$ cat src/rtl/ibex_rf_arb_pkg.sv
// Shared types for the register-file write-port arbiter.
// The LSU bypass path is enabled by defining RF_ARB_BYPASS_EN.
package ibex_rf_arb_pkg;

  typedef enum logic {
    WB_SRC_ID  = 1'b0,
    WB_SRC_LSU = 1'b1
  } wb_src_e;

  typedef enum logic {
    ARB_NORMAL    = 1'b0,
    ARB_FORCE_LSU = 1'b1
  } rf_arb_state_e;

  typedef struct packed {
    logic [4:0]  waddr;
    logic [31:0] wdata;
  } rf_wr_t;

  // Wide enough for the largest starvation limit (15).
  localparam int unsigned StarveW = 4;

  // x0 never aliases anything: writes to it are discarded by the RF.
  function automatic logic addr_hit(input logic [4:0] a, input logic [4:0] b);
    return (a != 5'd0) && (a == b);
  endfunction

endpackage

$ cat src/rtl/ibex_rf_arb_fifo.sv
// Circular buffer of pending LSU writes, exposing every slot's valid bit and
// address so the arbiter can check hazards against all buffered loads.
module ibex_rf_arb_fifo
  import ibex_rf_arb_pkg::*;
#(
  parameter int unsigned Depth = 2,
  localparam int unsigned PtrW = $clog2(Depth),
  localparam int unsigned CntW = PtrW + 1
) (
  input  logic                  clk_i,
  input  logic                  rst_i,
  input  logic                  push_i,
  input  rf_wr_t                push_data_i,
  input  logic                  pop_i,
  output rf_wr_t                head_o,
  output logic [PtrW-1:0]       head_idx_o,
  output logic [CntW-1:0]       count_o,
  output logic [Depth-1:0]      ent_valid_o,
  output logic [Depth-1:0][4:0] ent_addr_o
);

  rf_wr_t            mem_q [Depth];
  rf_wr_t            mem_d [Depth];
  logic [PtrW-1:0]   wptr_q, wptr_d;
  logic [PtrW-1:0]   rptr_q, rptr_d;
  logic [CntW-1:0]   cnt_q, cnt_d;
  logic [PtrW-1:0]   off;

  always_comb begin
    mem_d  = mem_q;
    wptr_d = wptr_q;
    rptr_d = rptr_q;
    cnt_d  = cnt_q;
    if (push_i) begin
      mem_d[wptr_q] = push_data_i;
      wptr_d        = wptr_q + PtrW'(1);
    end
    if (pop_i) rptr_d = rptr_q + PtrW'(1);
    unique case ({push_i, pop_i})
      2'b10:   cnt_d = cnt_q + CntW'(1);
      2'b01:   cnt_d = cnt_q - CntW'(1);
      default: cnt_d = cnt_q;
    endcase
  end

  // A slot is live when its distance from the read pointer is below the count;
  // pointer arithmetic wraps because Depth is a power of two.
  always_comb begin
    off = '0;
    for (int i = 0; i < Depth; i++) begin
      off            = PtrW'(i) - rptr_q;
      ent_valid_o[i] = {1'b0, off} < cnt_q;
      ent_addr_o[i]  = mem_q[i].waddr;
    end
  end

  assign head_o     = mem_q[rptr_q];
  assign head_idx_o = rptr_q;
  assign count_o    = cnt_q;

  always_ff @(posedge clk_i) begin
    if (rst_i) begin
      wptr_q <= '0;
      rptr_q <= '0;
      cnt_q  <= '0;
    end else begin
      wptr_q <= wptr_d;
      rptr_q <= rptr_d;
      cnt_q  <= cnt_d;
    end
  end

  always_ff @(posedge clk_i) begin
    mem_q <= mem_d;
  end

endmodule

$ cat src/rtl/ibex_rf_wr_arbiter.sv
// Shares the single RF write port between ID/EX results and LSU load data.
// Define RF_ARB_BYPASS_EN to let an idle-port LSU response skip the buffer.
module ibex_rf_wr_arbiter
  import ibex_rf_arb_pkg::*;
#(
  parameter int unsigned FifoDepth = 2,
  parameter int unsigned MaxStarve = 3
) (
  input  logic                     clk_i,
  input  logic                     rst_i,
  input  logic                     id_we_i,
  input  logic [4:0]               id_waddr_i,
  input  logic [31:0]              id_wdata_i,
  output logic                     id_ready_o,
  input  logic                     lsu_valid_i,
  input  logic [4:0]               lsu_waddr_i,
  input  logic [31:0]              lsu_wdata_i,
  output logic                     lsu_ready_o,
  input  logic [4:0]               rs1_addr_i,
  input  logic [4:0]               rs2_addr_i,
  output logic                     hazard_o,
  output logic                     rf_we_o,
  output logic [4:0]               rf_waddr_o,
  output logic [31:0]              rf_wdata_o,
  output logic                     rf_src_o,
  output logic [$clog2(FifoDepth):0] fifo_count_o
);

  localparam int unsigned PtrW = $clog2(FifoDepth);
  localparam int unsigned CntW = PtrW + 1;

  rf_arb_state_e          state_q, state_d;
  logic [StarveW-1:0]     starve_q, starve_d;
  rf_wr_t                 head, push_data;
  logic [PtrW-1:0]        head_idx;
  logic [CntW-1:0]        count;
  logic [FifoDepth-1:0]   ent_valid;
  logic [FifoDepth-1:0][4:0] ent_addr;
  logic                   head_valid, push, pop, id_grant, waw, haz;
  wb_src_e                rf_src;
`ifdef RF_ARB_BYPASS_EN
  logic                   bypass;
`endif

  assign head_valid = (count != '0);

  // WAW looks at every live slot (the popping one included) so an ID write
  // can never land before an older load to the same register.
  always_comb begin
    waw = 1'b0;
    haz = 1'b0;
    for (int i = 0; i < FifoDepth; i++) begin
      if (ent_valid[i] && addr_hit(id_waddr_i, ent_addr[i])) waw = 1'b1;
      if (ent_valid[i] && !(pop && PtrW'(i) == head_idx) &&
          (addr_hit(rs1_addr_i, ent_addr[i]) || addr_hit(rs2_addr_i, ent_addr[i]) ||
           addr_hit(id_waddr_i, ent_addr[i])))
        haz = 1'b1;
    end
    waw = waw & id_we_i;
  end

  always_comb begin
    state_d  = state_q;
    starve_d = starve_q;
    id_grant = 1'b0;
    pop      = 1'b0;
`ifdef RF_ARB_BYPASS_EN
    bypass   = 1'b0;
`endif
    if (!rst_i) begin
      unique case (state_q)
        ARB_NORMAL: begin
          if (id_we_i && !waw)  id_grant = 1'b1;
          else if (head_valid)  pop      = 1'b1;
`ifdef RF_ARB_BYPASS_EN
          else if (lsu_valid_i) bypass   = 1'b1;
`endif
        end
        ARB_FORCE_LSU: begin
          pop     = head_valid;
          state_d = ARB_NORMAL;
        end
        default: state_d = ARB_NORMAL;
      endcase

      if (pop)             starve_d = '0;
      else if (head_valid) starve_d = starve_q + StarveW'(1);
      else                 starve_d = '0;

      if (state_q == ARB_NORMAL && head_valid && !pop &&
          starve_d >= StarveW'(MaxStarve))
        state_d = ARB_FORCE_LSU;
    end
  end

  assign lsu_ready_o = !rst_i && ((count < CntW'(FifoDepth)) || pop);
`ifdef RF_ARB_BYPASS_EN
  assign push = lsu_valid_i && lsu_ready_o && !bypass;
`else
  assign push = lsu_valid_i && lsu_ready_o;
`endif
  assign push_data = '{waddr: lsu_waddr_i, wdata: lsu_wdata_i};

  // Write-port mux; x0 writes still take their slot but never enable the RF.
  always_comb begin
    rf_we_o    = 1'b0;
    rf_waddr_o = '0;
    rf_wdata_o = '0;
    rf_src     = WB_SRC_ID;
    if (id_grant) begin
      rf_we_o    = (id_waddr_i != 5'd0);
      rf_waddr_o = id_waddr_i;
      rf_wdata_o = id_wdata_i;
    end else if (pop) begin
      rf_we_o    = (head.waddr != 5'd0);
      rf_waddr_o = head.waddr;
      rf_wdata_o = head.wdata;
      rf_src     = WB_SRC_LSU;
    end
`ifdef RF_ARB_BYPASS_EN
    else if (bypass) begin
      rf_we_o    = (lsu_waddr_i != 5'd0);
      rf_waddr_o = lsu_waddr_i;
      rf_wdata_o = lsu_wdata_i;
      rf_src     = WB_SRC_LSU;
    end
`endif
  end

  assign rf_src_o     = rf_src;
  assign id_ready_o   = id_grant;
  assign hazard_o     = haz && !rst_i;
  assign fifo_count_o = rst_i ? '0 : count;

  ibex_rf_arb_fifo #(
    .Depth (FifoDepth)
  ) u_fifo (
    .clk_i       (clk_i),
    .rst_i       (rst_i),
    .push_i      (push),
    .push_data_i (push_data),
    .pop_i       (pop),
    .head_o      (head),
    .head_idx_o  (head_idx),
    .count_o     (count),
    .ent_valid_o (ent_valid),
    .ent_addr_o  (ent_addr)
  );

  always_ff @(posedge clk_i) begin
    if (rst_i) begin
      state_q  <= ARB_NORMAL;
      starve_q <= '0;
    end else begin
      state_q  <= state_d;
      starve_q <= starve_d;
    end
  end

endmodule

$ cat config.mk
export PLATFORM = sky130hd
export DESIGN_NAME = ibex_rf_wr_arbiter
export DESIGN_NICKNAME = d
export VERILOG_FILES = /design/src/rtl/ibex_rf_arb_pkg.sv /design/src/rtl/ibex_rf_arb_fifo.sv /design/src/rtl/ibex_rf_wr_arbiter.sv
export SDC_FILE = /design/constraint.sdc
export NUM_CORES = 1
export LEC_CHECK = 0
export ABC_AREA = 1
export BUFFER_PORTS_ARGS = -buffer_cell sky130_fd_sc_hd__buf_4
export CAP_MARGIN = 20
export CORE_MARGIN = 5
export CORE_UTILIZATION = 40
export CTS_CLUSTER_DIAMETER = 40
export DETAILED_ROUTE_END_ITERATION = 7
export GPL_TIMING_DRIVEN = 1
export PLACE_DENSITY = 0.72
export SETUP_SLACK_MARGIN = 0.1
export SLEW_MARGIN = 5
export SYNTH_ARGS = -nofsm -noshare
export SYNTH_HDL_FRONTEND = slang
export SYNTH_SLANG_ARGS = --single-unit
$ cat constraint.sdc
create_clock -name clk_i -period 9.3 [get_ports clk_i]
set_input_delay 0.93 -clock clk_i [delete_from_list [all_inputs] [get_ports clk_i]]
set_output_delay 0.93 -clock clk_i [all_outputs]
set_load 0.02 [all_outputs]
# Word-level counts from Yosys, hierarchy flattened
# Index checks and enable logic that the tools add are counted.
# classes
n_addsub,7
order_cmp,7
n_eq_ne,8
muxes,32
n_bitwise,5
n_reduce_logical,38
# op_table
cell,count
2-to-1 mux 37 bit,4
bitwise mux 74 bit,1
2-to-1 mux 32 bit,2
demux 37 bit (select 1 bit),1
== test 5 bit,6
logical AND 1 bit,22
nonzero test 5 bit,4
2-to-1 mux 1 bit,16
2-to-1 mux 4 bit,3
2-to-1 mux 5 bit,2
zero test 1 bit,5
logical OR 1 bit,5
"adder 4 x 1 -> 4 bit, second input constant",1
">= comparator 2 bit, second input constant",2
">= comparator 4 x 2 -> 1 bit, second input constant",1
< comparator 1 x 2 -> 1 bit,2
inverter 1 -> 2 bit,2
one-hot mux 2 bit (2 select lines),1
nonzero test 2 bit,2
"adder 1 bit, second input constant",2
"adder 2 x 1 -> 2 bit, second input constant",1
"== test 2 x 1 -> 1 bit, second input constant",1
"== test 2 bit, second input constant",1
"< comparator 2 x 1 -> 1 bit, second input constant",1
other kinds (7),9
# totals
regBits,83
in_bits,88
output_inout_bits,44

# Longest topological paths before layout
# Gate-level depths: netlist of run 1.
# logic_depth
depth_word,19
ltp_mapped,15
depth_no_buf,14

# By module
# Synthesis of run 1 repeated with hierarchy kept, for this count alone.
# unflattened
hier_cells,500
area_unflattened_um2,4329.2
# by_module_without_submodules
module,instances,cells_each,area_each_um2,seq_area_each_um2
ibex_rf_arb_fifo,1,235,2977.9,2302.2
ibex_rf_wr_arbiter,1,265,1351.3,100.1

# Least setup slack after synthesis of run 1
# OpenSTA, ideal clock, no wires.
# synth_path
path_kind,input to register
from,input port id_waddr_i[3]
to,"register u_fifo.mem_q (netlist bit u_fifo.ent_addr_o[0]), enable pin"
arrival_ps,3182
t_required_ps,8869
setup_slack_ps,5687
stages,9
n_path_buf,0
cell_sequence,inv_1 -> nand2_1 -> nand2_1 -> nand2_1 -> nor2_2 -> nand3_2 -> nand4_1 -> nand3_1 -> nor2_1
# synth_via
elab_chain_len,15
elab_cells_between_ends,19
classes_between,2 x eq/ne; 6 x mux; 1 x bitwise; 10 x reduce/logical
# synth_lines
item,line,source
from (decl),ibex_rf_wr_arbiter.sv:12,"input logic [4:0] id_waddr_i,"
== test 5 bit or nonzero test 5 bit (tied branches),ibex_rf_arb_pkg.sv:25,return (a != 5'd0) && (a == b);
logical AND 1 bit,ibex_rf_arb_pkg.sv:25,
logical AND 1 bit,ibex_rf_wr_arbiter.sv:53,"if (ent_valid[i] && addr_hit(id_waddr_i, ent_addr[i])) waw = 1'b1;"
2-to-1 mux 1 bit,ibex_rf_wr_arbiter.sv:53,
2-to-1 mux 1 bit *,ibex_rf_wr_arbiter.sv:53,
AND 1 bit *,ibex_rf_wr_arbiter.sv:59,waw = waw & id_we_i;
zero test 1 bit *,ibex_rf_wr_arbiter.sv:73,if (id_we_i && !waw) id_grant = 1'b1;
logical AND 1 bit *,ibex_rf_wr_arbiter.sv:73,
2-to-1 mux 1 bit *,ibex_rf_wr_arbiter.sv:73,
one-hot mux 1 bit (2 select lines) *,ibex_rf_wr_arbiter.sv:71,unique case (state_q)
2-to-1 mux 1 bit * (2 in series),ibex_rf_wr_arbiter.sv:70,if (!rst_i) begin
logical OR 1 bit *,ibex_rf_wr_arbiter.sv:96,assign lsu_ready_o = !rst_i && ((count < CntW'(FifoDepth)) || pop);
logical AND 1 bit *,ibex_rf_wr_arbiter.sv:96,
logical AND 1 bit *,ibex_rf_wr_arbiter.sv:100,assign push = lsu_valid_i && lsu_ready_o;
to (signal assigned),ibex_rf_arb_fifo.sv:74,mem_q <= mem_d;
to (decl),ibex_rf_arb_fifo.sv:22,rf_wr_t mem_q [Depth];
# Every way passes the cells marked *; elsewhere a longest branch is shown, timed or not. The select of a mux whose other input is x is not followed.
# A chain may end at the register's enable or synchronous reset.

# Final worst setup path of run 1
# layout_path
from,input port id_waddr_i[0]
to,output port rf_wdata_o[29]
# layout_via
elab_chain_len,14
elab_cells_between_ends,21
classes_between,2 x eq/ne; 11 x mux; 1 x bitwise; 7 x reduce/logical
# layout_lines
item,line,source
== test 5 bit or nonzero test 5 bit (tied branches),ibex_rf_arb_pkg.sv:25,
logical AND 1 bit,ibex_rf_arb_pkg.sv:25,
logical AND 1 bit,ibex_rf_wr_arbiter.sv:53,
2-to-1 mux 1 bit,ibex_rf_wr_arbiter.sv:53,
2-to-1 mux 1 bit *,ibex_rf_wr_arbiter.sv:53,
AND 1 bit *,ibex_rf_wr_arbiter.sv:59,
zero test 1 bit *,ibex_rf_wr_arbiter.sv:73,
logical AND 1 bit *,ibex_rf_wr_arbiter.sv:73,
2-to-1 mux 1 bit,ibex_rf_wr_arbiter.sv:73,
one-hot mux 1 bit (2 select lines),ibex_rf_wr_arbiter.sv:71,
2-to-1 mux 1 bit (2 in series),ibex_rf_wr_arbiter.sv:70,
2-to-1 mux 32 bit,ibex_rf_wr_arbiter.sv:114,end else if (pop) begin
2-to-1 mux 32 bit *,ibex_rf_wr_arbiter.sv:110,if (id_grant) begin
to (decl),ibex_rf_wr_arbiter.sv:24,"output logic [31:0] rf_wdata_o,"
# Marks and branches as above.

==> results.toml, run 1 <==
[floorplanning]
num_io_pins = 132
die_h_um = 112
start_util_pct = 40.5
fp.dieArea_um2 = 12500
die_w_um = 112
coreArea_um2 = 10200
placementRows = 37

[sta]
slew-limit-headroom_pct = 42.4
tns_ns = 0
setup_viol = 0
period_share_pct = 40.2
worst_pin_slew_ns = 0.865
finalClockSkew_ns = 0.00992
rsz0062_at_grt = "no"
finalCriticalPeriod_ns = 3.74
max_freq_mhz = 268
maxSlewViolCount = 0
hold_viol_final = 0

[clock_tree]
hold_buffers = 0
cts_tree = "yes"
clk_pin_slew_ns = 0.08
clk-insertion-delay-late_ns = 0.35
cts_resized = 0
postCtsSetupBuffers = 0
cts_buffer_depth = 2
cts_root_buffer = "clkbuf_8"
h-tree-depth = 3
numCtsBuffers = 9
clock_sinks = 83

[global_routing]
antenna_found_initial = 0
grt_pass1_vias = 3368
grt_overflow = 0
globalRouteTotalUtil_pct = 16.5
grt_max_degree = 73
grt_pass1_wl_mm = 16.6

[worst_setup_path]
critPathKind = "in2out"
worstPathRequired_ns = 8.37
end_kind = "primary output"
critical_path.max_fanout = 21
arrival_ns = 2.81
worstPathCellList = "buf_4, or2_4, nor2_4, nor2_2, nand3_2, nand3_4, nor2_4, buf_16, nand2_1, nand3_1, buf_4"
critPathMaxStageDelay_ns = 0.49
cp-start-kind = "primary input"
worstRegToRegCells = 11
crit_cells = 11
rrSetupSlack_ns = 6.39
timing.rr.end = "u_fifo.count_o[1]"
cp_slowest_cell = "nor2_4"
crit_family = "simple AND/OR/NAND/NOR gates"
reg2reg_from = "u_fifo.head_idx_o"
path_buf_inv = 3

[synthesis]
synth_area_leaders = "edfxtp_1 54%, nand3_1 11%, nand2_1 6.4%"
synth_top_cell_by_area = "edfxtp_1"
synth.area.mux_share_pct = 0
synth_xor_area_share_pct = 5.92
synth-compound-area-share_pct = 2.72
postSynthAreaPerCell_um2 = 10.4
netlist.area_leader.share_pct = 53.6
yosysWarnings = 0
syn_inst = 397
synth-seq-cells = 83
synth_top_family_by_area = "simple AND/OR/NAND/NOR gates"
yosysUniqueCellTypes = 35
syn-num-nets = 487
synth-simple-area-share_pct = 27.2
synth_adder_area_share_pct = 0.604
netlist_area_um2 = 4140
ys_seq_area_share_pct = 58.0

[pwr]
switching_share_pct = 27.5
clkPwrFrac_pct = 28.9
power_leakage_nw = 2.27
totalPowerFinal_mw = 0.803
power_frac_comb_pct = 17.6
vdd_drop_max_v = 0.0000651
pwr-share-seq_pct = 53.6
p_switching_mw = 0.221
powerDensity_nw_per_um2 = 149
p_int_mw = 0.582

[placed_design]
hpwl_mm = 7.14
place_congestion = 0.886
portBuffers = 131

[layout]
utilization_pct = 52.8
diodes = 0
fin_nets = 613
drive_above_1_share_pct = 35.8
syn_to_final_growth_pct = 30.4

[route]
via_count = 3347
vias_per_cell = 5.04
post_drt_wl_per_cell_um = 15.4
postRouteAntennaNets = 0
drt_iter0_markers = 158
drc = 0
finalWirelength_mm = 10.2
firstDrtPassIters = 4

[status]
status = "completed"

[min_path]
hold_start = "starve_q[0]"
whs_endpoint = "starve_q[0]"
hp-class = "reg2reg"
hold_depth = 1

[run]
drv_cap = 0
-- per-layer routing --
layer | GRT usage (%) | routed length (um)
met5 | 0 | 0
met4 | 6.65 | 165
met3 | 2.99 | 734
met1 | 21.8 | 4290
met2 | 26.7 | 5030
-- area by class of cell --
class,instances,area (um2)
Timing Repair Buffer,135,1050
Tap cell,136,170
Fill cell,899,4830
Clock inverter,7,51.3
Sequential cell,83,2400
Multi-Input combinational cell,274,1520
Inverter,20,80.1
Clock buffer,9,124
-- cells in the final DEF (no fill, tap or decap) --
cell type / synthesis / final
dfxtp_1: 9 / 8
nor2_2: 2 / 2
xnor2_1: 11 / 11
buf_16: 0 / 2
o31ai_1: 1 / 1
buf_4: 1 / 133
or2_4: 1 / 1
clkinv_1: 0 / 2
nand3_2: 12 / 12
xor2_1: 17 / 17
inv_1: 14 / 13
nand2_1: 71 / 71
o21ai_2: 1 / 1
a21oi_1: 6 / 6
nor2_4: 2 / 3
nor3_1: 3 / 3
o21a_1: 1 / 1
dfxtp_2: 0 / 1
clkinv_4: 0 / 1
inv_2: 5 / 5
nand3b_1: 1 / 1
nand4_1: 6 / 6
nand3_1: 92 / 92
ha_1: 2 / 2
edfxtp_1: 74 / 74
clkinv_2: 0 / 1
o21ai_1: 3 / 3
o21ai_0: 7 / 7
nand2_2: 10 / 10
a21oi_2: 1 / 1
nor2_1: 21 / 20
nand3_4: 1 / 1
nand2_4: 1 / 1
clkinvlp_4: 0 / 1
nor4_1: 1 / 1
inv_6: 1 / 4
clkbuf_8: 0 / 9
-- worst register-to-register path, stage by stage, from the launching register on --
cell and delay [ns]:
dfxtp_2 0.89, inv_2 0.07, o21ai_1 0.24, nand3_2 0.14
nand3_4 0.13, nand2_4 0.11, inv_6 0.39, ha_1 0.35
a21oi_1 0.13, o21ai_0 0.12, o21ai_0 0.17, a21oi_1 0.06
-- how the worst max path moves through the flow --
stage,slack [ns],to,startpoint
after floorplan,5.69,u_fifo.ent_addr_o[0],id_waddr_i[3]
after global placement,5.37,rf_wdata_o[26],id_waddr_i[0]
after detailed placement,5.32,rf_wdata_o[14],id_waddr_i[0]
after CTS,5.29,rf_wdata_o[14],u_fifo.head_idx_o
after global routing,5.28,rf_wdata_o[20],u_fifo.head_idx_o
final,5.56,rf_wdata_o[29],id_waddr_i[0]
-- kinds of logic after synthesis --
kind of cell | Yosys count
xor gates and xnor gates | 28
DFF | 83
buffers and inverters | 40
adders and majority gates | 2
AOI/OAI and AO/OA | 20
and+or+nand+nor | 224
-- sequential cells by signal (all words and copies together), names as in the netlist --
name / flops
u_fifo.head_idx_o: 1
u_fifo.mem_q: 64
state_q: 1
u_fifo.count_o: 2
starve_q: 4
u_fifo.wptr_q: 1
u_fifo.ent_addr_o: 10
-- power groups by stage --
| stage | clock [mW] | combinational [mW] | sequential, mW |
|---|---|---|---|
| 2_1_floorplan | 0 | 0.0765 | 0.434 |
| 3_3_place_gp | 0 | 0.136 | 0.439 |
| 3_5_place_dp | 0 | 0.140 | 0.439 |
| 4_1_cts | 0.240 | 0.141 | 0.430 |
| 5_1_grt | 0.255 | 0.154 | 0.432 |
| 6_report | 0.232 | 0.141 | 0.430 |
-- through the flow --
stage	cells	area [um2]	worst slack [ns]	hold slack, ns
after floorplan	397	4140	5.69	0.430
after global placement	646	5170	5.37	0.442
after detailed placement	647	5200	5.32	0.479
after CTS	663	5370	5.29	0.497
after global routing	664	5400	5.28	0.520
final	664	5400	5.56	0.492
-- cell usage after synthesis, drive strengths merged --
library cell and n:
nor3 3, or2 1, buf 15, o31ai 1, xnor2 11, clkbuf 5, inv 20, o21ai 11
nand2 82, nor4 1, nand3 105, nand3b 1, xor2 17, dfxtp 9, ha 2, edfxtp 74
nor2 25, a21oi 7, o21a 1, nand4 6
No activity file was read; power rests on OpenSTA's default activity.
==> run 2: changes to the inputs <==
Settings changed: ABC_AREA 1 to 0, PLACE_DENSITY 0.72 to 0.75.
Clock period 9.3 ns to 3.4 ns, I/O delays scaled along.
==> run 2 against run 1 <==
Against the previous run:
- synthesized cell count fell by 18%
- largest cell class unchanged
- largest power group unchanged
- sequential share of layout area rose by 0.43 points
- register-to-register slack lost 5.7 ns
- clock-buffer cell count did not move
- final cell count is 11% lower
- critical path depth shrank 4
- final area shrank 0.95%
- die area is 2.0% lower
- combinational power grew to 3.0 times the previous value
- worst setup slack got worse by 5.0 ns
- wire length decreased by 7.4%
==> results.toml, run 2 <==
[clock_tree]
numCtsBuffers = 9
cts_tree = "yes"
clk_pin_slew_ns = 0.09
postCtsSetupBuffers = 0
h-tree-depth = 3
hold_buffers = 0
clock_sinks = 83
clk-insertion-delay-late_ns = 0.34
cts_root_buffer = "clkbuf_8"
cts_buffer_depth = 2
cts_resized = 0

[synthesis]
synth-seq-cells = 83
synth.most_common_cell = "edfxtp_1"
syn_inst = 324
postSynthAreaPerCell_um2 = 12.5
syn-num-nets = 414
netlist_top_cells_count = "74 x edfxtp_1, 42 x nand2_1, 38 x o21ai_1"
synth_edf_count = 74
yosysUniqueCellTypes = 45
synth_area_leaders = "edfxtp_1 55%, mux2i_1 9.1%, o21ai_1 4.7%"
netlist.area_leader.share_pct = 54.8
ys.flop_type = "edfxtp_1"
netlist_area_um2 = 4050
ys_async_sr_fraction_pct = 0
yosysWarnings = 0
ys_seq_area_share_pct = 59.3
synth_top_cell_by_area = "edfxtp_1"

[layout]
largest_reg_flops = 64
n_fill_cell = 852
final_common_cell = "buf_4"
diodes = 0
drive_above_1_share_pct = 37.9
stdcell_count = 590
final_cell_area_um2 = 5350
regArea_um2 = 2400
multi_input_area_um2 = 1510
fin_nets = 542
syn_to_final_growth_pct = 31.9
final_cell_mix = "136 x buf_4, 74 x edfxtp_1, 42 x nand2_1"
top_register = "u_fifo.mem_q"

[status]
status = "completed"

[route]
dr_wl_met2_mm = 4.79
vias_per_cell = 4.92
wl_met3_um = 605
drt_iter0_markers = 121
post_drt_wl_per_cell_um = 16.0
firstDrtPassIters = 4
met1Wirelength_mm = 3.79
via_count = 2900
drc = 0
finalWirelength_mm = 9.46
postRouteAntennaNets = 0
top_layer_used = "met4"

[sta]
finalCriticalPeriod_ns = 2.81
period_share_pct = 82.7
setup_viol = 0
hold_viol_final = 0
finalWorstSetupSlack_ns = 0.587
slew-limit-headroom_pct = 39.8
worst_pin_slew_ns = 0.904
rsz0062_at_grt = "no"
maxSlewViolCount = 0
tns_ns = 0
finalClockSkew_ns = 0.0151
max_freq_mhz = 355

[worst_setup_path]
worstPathRequired_ns = 3.06
cp-start-kind = "flip-flop"
cp_slowest_cell = "edfxtp_1"
end_kind = "primary output"
critical_path.max_fanout = 16
critPathMaxStageDelay_ns = 0.50
arrival_ns = 2.47
worstPathCellList = "xnor2_1, nand3_1, nor4_4, o32ai_4, buf_4, o311a_1, buf_4"
crit_path_frequent_cell = "buf_4"
critPathKind = "reg2out"

[floorplanning]
placementRows = 36
fp.dieArea_um2 = 12200
start_util_pct = 41.3
num_io_pins = 132
die_w_um = 111
die_h_um = 111
coreArea_um2 = 9820

[run]
drv_cap = 0

[min_path]
hp-class = "in2reg"

[global_routing]
antenna_found_initial = 0
grt_pass1_vias = 3034
grt_pass1_wl_mm = 15.3
grt_max_degree = 41
grt_overflow = 0
globalRouteTotalUtil_pct = 15.5

[pwr]
vdd_drop_max_v = 0.000317
pwr-share-seq_pct = 51.1
switching_share_pct = 26.4
p_int_mw = 1.70
clkPwrFrac_pct = 30.3
power_frac_comb_pct = 18.6
p_switching_mw = 0.609
powerDensity_nw_per_um2 = 432
totalPowerFinal_mw = 2.31
power_leakage_nw = 1.97

[placed_design]
place_congestion = 0.974
dpl.cell_count = 574
post-place-ws_ns = 0.736
hpwl_mm = 7.13
portBuffers = 131
place_area_um2 = 5150
[run 2: cell count changes in the layout (fill, tap and decap cells not counted), moves of 6 or more]
cell	before	now
nor2_1	20	12
nand3_1	92	4
o21ai_0	7	1
nand3_2	12	1
xnor2_1	11	21
mux2i_1	0	37
inv_1	13	4
nand4_1	6	0
nand2_2	10	1
nand2_1	71	42
o21ai_1	3	38
[run 2: power groups by stage]
| stage | Combinational [mW] | Clock [mW] | Sequential (mW) |
|---|---|---|---|
| after floorplan | 0.246 | 0 | 1.19 |
| after global placement | 0.426 | 0 | 1.20 |
| after detailed placement | 0.433 | 0 | 1.20 |
| after CTS | 0.434 | 0.717 | 1.18 |
| after global routing | 0.462 | 0.765 | 1.18 |
| final | 0.428 | 0.700 | 1.18 |
[run 2: final cells by class]
class                   count  area share [%]
multi-input cells         214            28.3
inverters                   7           0.491
clock buffers               9            2.32
flip-flops and latches     83            44.9
repair buffers            137            19.5
well taps                 133            3.11
clock inverters             7            1.40
[run 2: stage by stage]
stage	utilization, %	hold WS, ns
global placement	52.4	0.438
detailed placement	52.4	0.477
finish	54.5	0.175
floorplan	-	0.425
CTS	54.5	0.154
global route	54.5	0.148
[run 2: cell families after synthesis]
kind of cell | count (synthesis) | share of synthesized area [%]
multiplexers | 37 | 9.14
buffers and inverters | 27 | 3.83
AND/OR/NAND/NOR | 88 | 11.9
AO/OA/AOI/OAI | 52 | 7.72
adder cells (fa/ha/maj) | 2 | 0.617
XOR/XNOR | 35 | 7.56
flip-flops | 83 | 59.3
[run 2: path summary, 6_finish.rpt]
kind	start	endpoint	slack, ns	depth (start not counted)
worst max-delay path	u_fifo.ent_addr_o[9]	hazard_o	0.59	7
worst min-delay path	lsu_wdata_i[11]	u_fifo.mem_q[11]	0.17	1
worst max register to register	u_fifo.ent_addr_o[9]	u_fifo.ent_addr_o[8]	0.72	6
worst min register to register	starve_q[0]	starve_q[0]	0.49	1
[run 2: worst max-delay path: cells and delay by family (launching register included)]
kind / cells / cell delay (ns)
DFF: 1 / 0.50
xor gates and xnor gates: 1 / 0.18
AOI/OAI and AO/OA: 2 / 0.51
and+or+nand+nor: 2 / 0.56
buffers and inverters: 2 / 0.38
[run 2: routing by layer]
layer | track usage [%] | vias to the layer above
met5 | 0 | -
met4 | 7.14 | 0
met3 | 3.82 | 20
met2 | 26.0 | 99
met1 | 18.7 | 1354
li1 | - | 1427
==> run 3: changes to the inputs <==
Settings changed: PLACE_DENSITY 0.75 to 0.72.
Clock period 3.4 ns to 2.78 ns, I/O delays scaled along.
==> run 3 against run 2 <==
Against the previous run:
- worst setup slack worse by 0.36 ns
- critical path depth is 2 higher
- critical endpoint is now rf_wdata_o[17]
- worst hold slack worse by 0.072 ns
- clock-buffer cell count is 2 higher
- die area stayed put
==> results.toml, run 3 (synthesized netlist as in run 2, its figures left out) <==
[sta]
slew-limit-headroom_pct = 65.3
tns_ns = 0
setup_viol = 0
worst_pin_slew_ns = 0.521
maxSlewViolCount = 0
finalClockSkew_ns = 0.0107
hold_viol_final = 0
max_freq_mhz = 392
period_share_pct = 91.8
rsz0062_at_grt = "yes"
finalCriticalPeriod_ns = 2.55

[layout]
top_register = "u_fifo.mem_q"
n_fill_cell = 832
final_cell_mix = "150 x buf_4, 74 x edfxtp_1, 42 x nand2_1"
final_common_cell = "buf_4"
drive_above_1_share_pct = 41.1
fin_nets = 558
final_cell_area_um2 = 5520
utilization_pct = 56.2
largest_reg_flops = 64
diodes = 0
syn_to_final_growth_pct = 36.0
stdcell_count = 605

[route]
via_count = 2950
postRouteAntennaNets = 0
vias_per_cell = 4.88
post_drt_wl_per_cell_um = 16.2
firstDrtPassIters = 4
finalWirelength_mm = 9.80
drt_iter0_markers = 182
drc = 0

[global_routing]
antenna_found_initial = 0
grt_pass1_wl_mm = 15.6
grt_pass1_vias = 3111
globalRouteTotalUtil_pct = 15.9
grt_max_degree = 41
grt_overflow = 0

[floorplanning]
die_h_um = 111
placementRows = 36
fp.dieArea_um2 = 12200
coreArea_um2 = 9820
start_util_pct = 41.3
die_w_um = 111
num_io_pins = 132

[worst_setup_path]
worstRegToRegCells = 9
cp_slowest_cell = "edfxtp_1"
end_kind = "primary output"
arrival_ns = 2.27
worstPathCellList = "xnor2_1, nand2_1, nor4_4, buf_4, nor4_4, buf_12, nand2_1, o21ai_1, buf_4"
worstPathRequired_ns = 2.50
critical_path.max_fanout = 40
critPathMaxStageDelay_ns = 0.49
cp-start-kind = "flip-flop"
critPathKind = "reg2out"

[min_path]
hold_depth = 1
hp-class = "in2reg"

[clock_tree]
h-tree-depth = 3
cts_root_buffer = "clkbuf_8"
cts_tree = "yes"
cts_buffer_depth = 2
clk_pin_slew_ns = 0.08
hold_buffers = 0
clk-insertion-delay-late_ns = 0.35
clock_sinks = 83
numCtsBuffers = 9

[pwr]
vdd_drop_max_v = 0.000277
power_leakage_nw = 2.08
powerDensity_nw_per_um2 = 511

[status]
status = "completed"

[placed_design]
portBuffers = 131
dpl.cell_count = 576
hpwl_mm = 7.22
place_area_um2 = 5190
place_congestion = 0.842

[run]
drv_cap = 0
-- run 3: metrics by stage --
| step | setup WS, ns | total power, mW | hold WS (ns) |
|---|---|---|---|
| final | 0.228 | 2.82 | 0.103 |
| after global routing | 0.0902 | 2.95 | 0.0747 |
| after CTS | 0.104 | 2.84 | 0.0803 |
| after detailed placement | 0.360 | 2.01 | 0.466 |
| after global placement | 0.446 | 1.99 | 0.438 |
| after floorplan | 0.0744 | 1.77 | 0.377 |
-- run 3: critical path: cells and delay by family, from the launching register on --
family	cells	cell delay (ns)
DFF	1	0.49
buffers and inverters	3	0.58
xor gates and xnor gates	1	0.16
AOI/OAI and AO/OA	1	0.10
and+or+nand+nor	4	0.56
-- run 3: cell type report --
class | instances | area (um2) | share of cell area [%]
clock buffers | 11 | 131 | 2.38
clock inverters | 4 | 52.6 | 0.953
inverters | 7 | 26.3 | 0.476
multi-input cells | 214 | 1560 | 28.2
flip-flops and latches | 83 | 2400 | 43.6
well taps | 133 | 166 | 3.02
repair buffers | 153 | 1180 | 21.3
-- run 3: power by group --
| group | switching (mW) | internal [mW] |
|---|---|---|
| logic | 0.293 | 0.260 |
| registers | 0.0244 | 1.41 |
| clock network | 0.413 | 0.412 |
-- run 3: worst paths after layout --
kind	from	to	slack [ns]
worst max register to register	u_fifo.ent_addr_o[6]	u_fifo.count_o[1]	0.43
worst min-delay path	lsu_waddr_i[3]	u_fifo.ent_addr_o[8]	0.10
worst min register to register	starve_q[0]	starve_q[0]	0.48
worst max-delay path	u_fifo.ent_addr_o[6]	rf_wdata_o[17]	0.23
-- run 3: timing repair --
item / in CTS / in global routing
setup endpoints to repair: 30 / 39
hold endpoints to repair: 0 / 0
gates resized for setup: 3 / 5
pin swaps: 2 / 1
setup buffers: 6 / 8
-- run 3: routing by layer --
layer / wire length, um / global-route usage [%] / share of wire (%) / vias up
li1: - / - / - / 1455
met4: 144 / 5.67 / 1.5 / 0
met5: 0 / 0 / 0 / -
met1: 4140 / 19.3 / 42 / 1370
met3: 719 / 5.90 / 7.3 / 12
met2: 4790 / 26.2 / 49 / 113
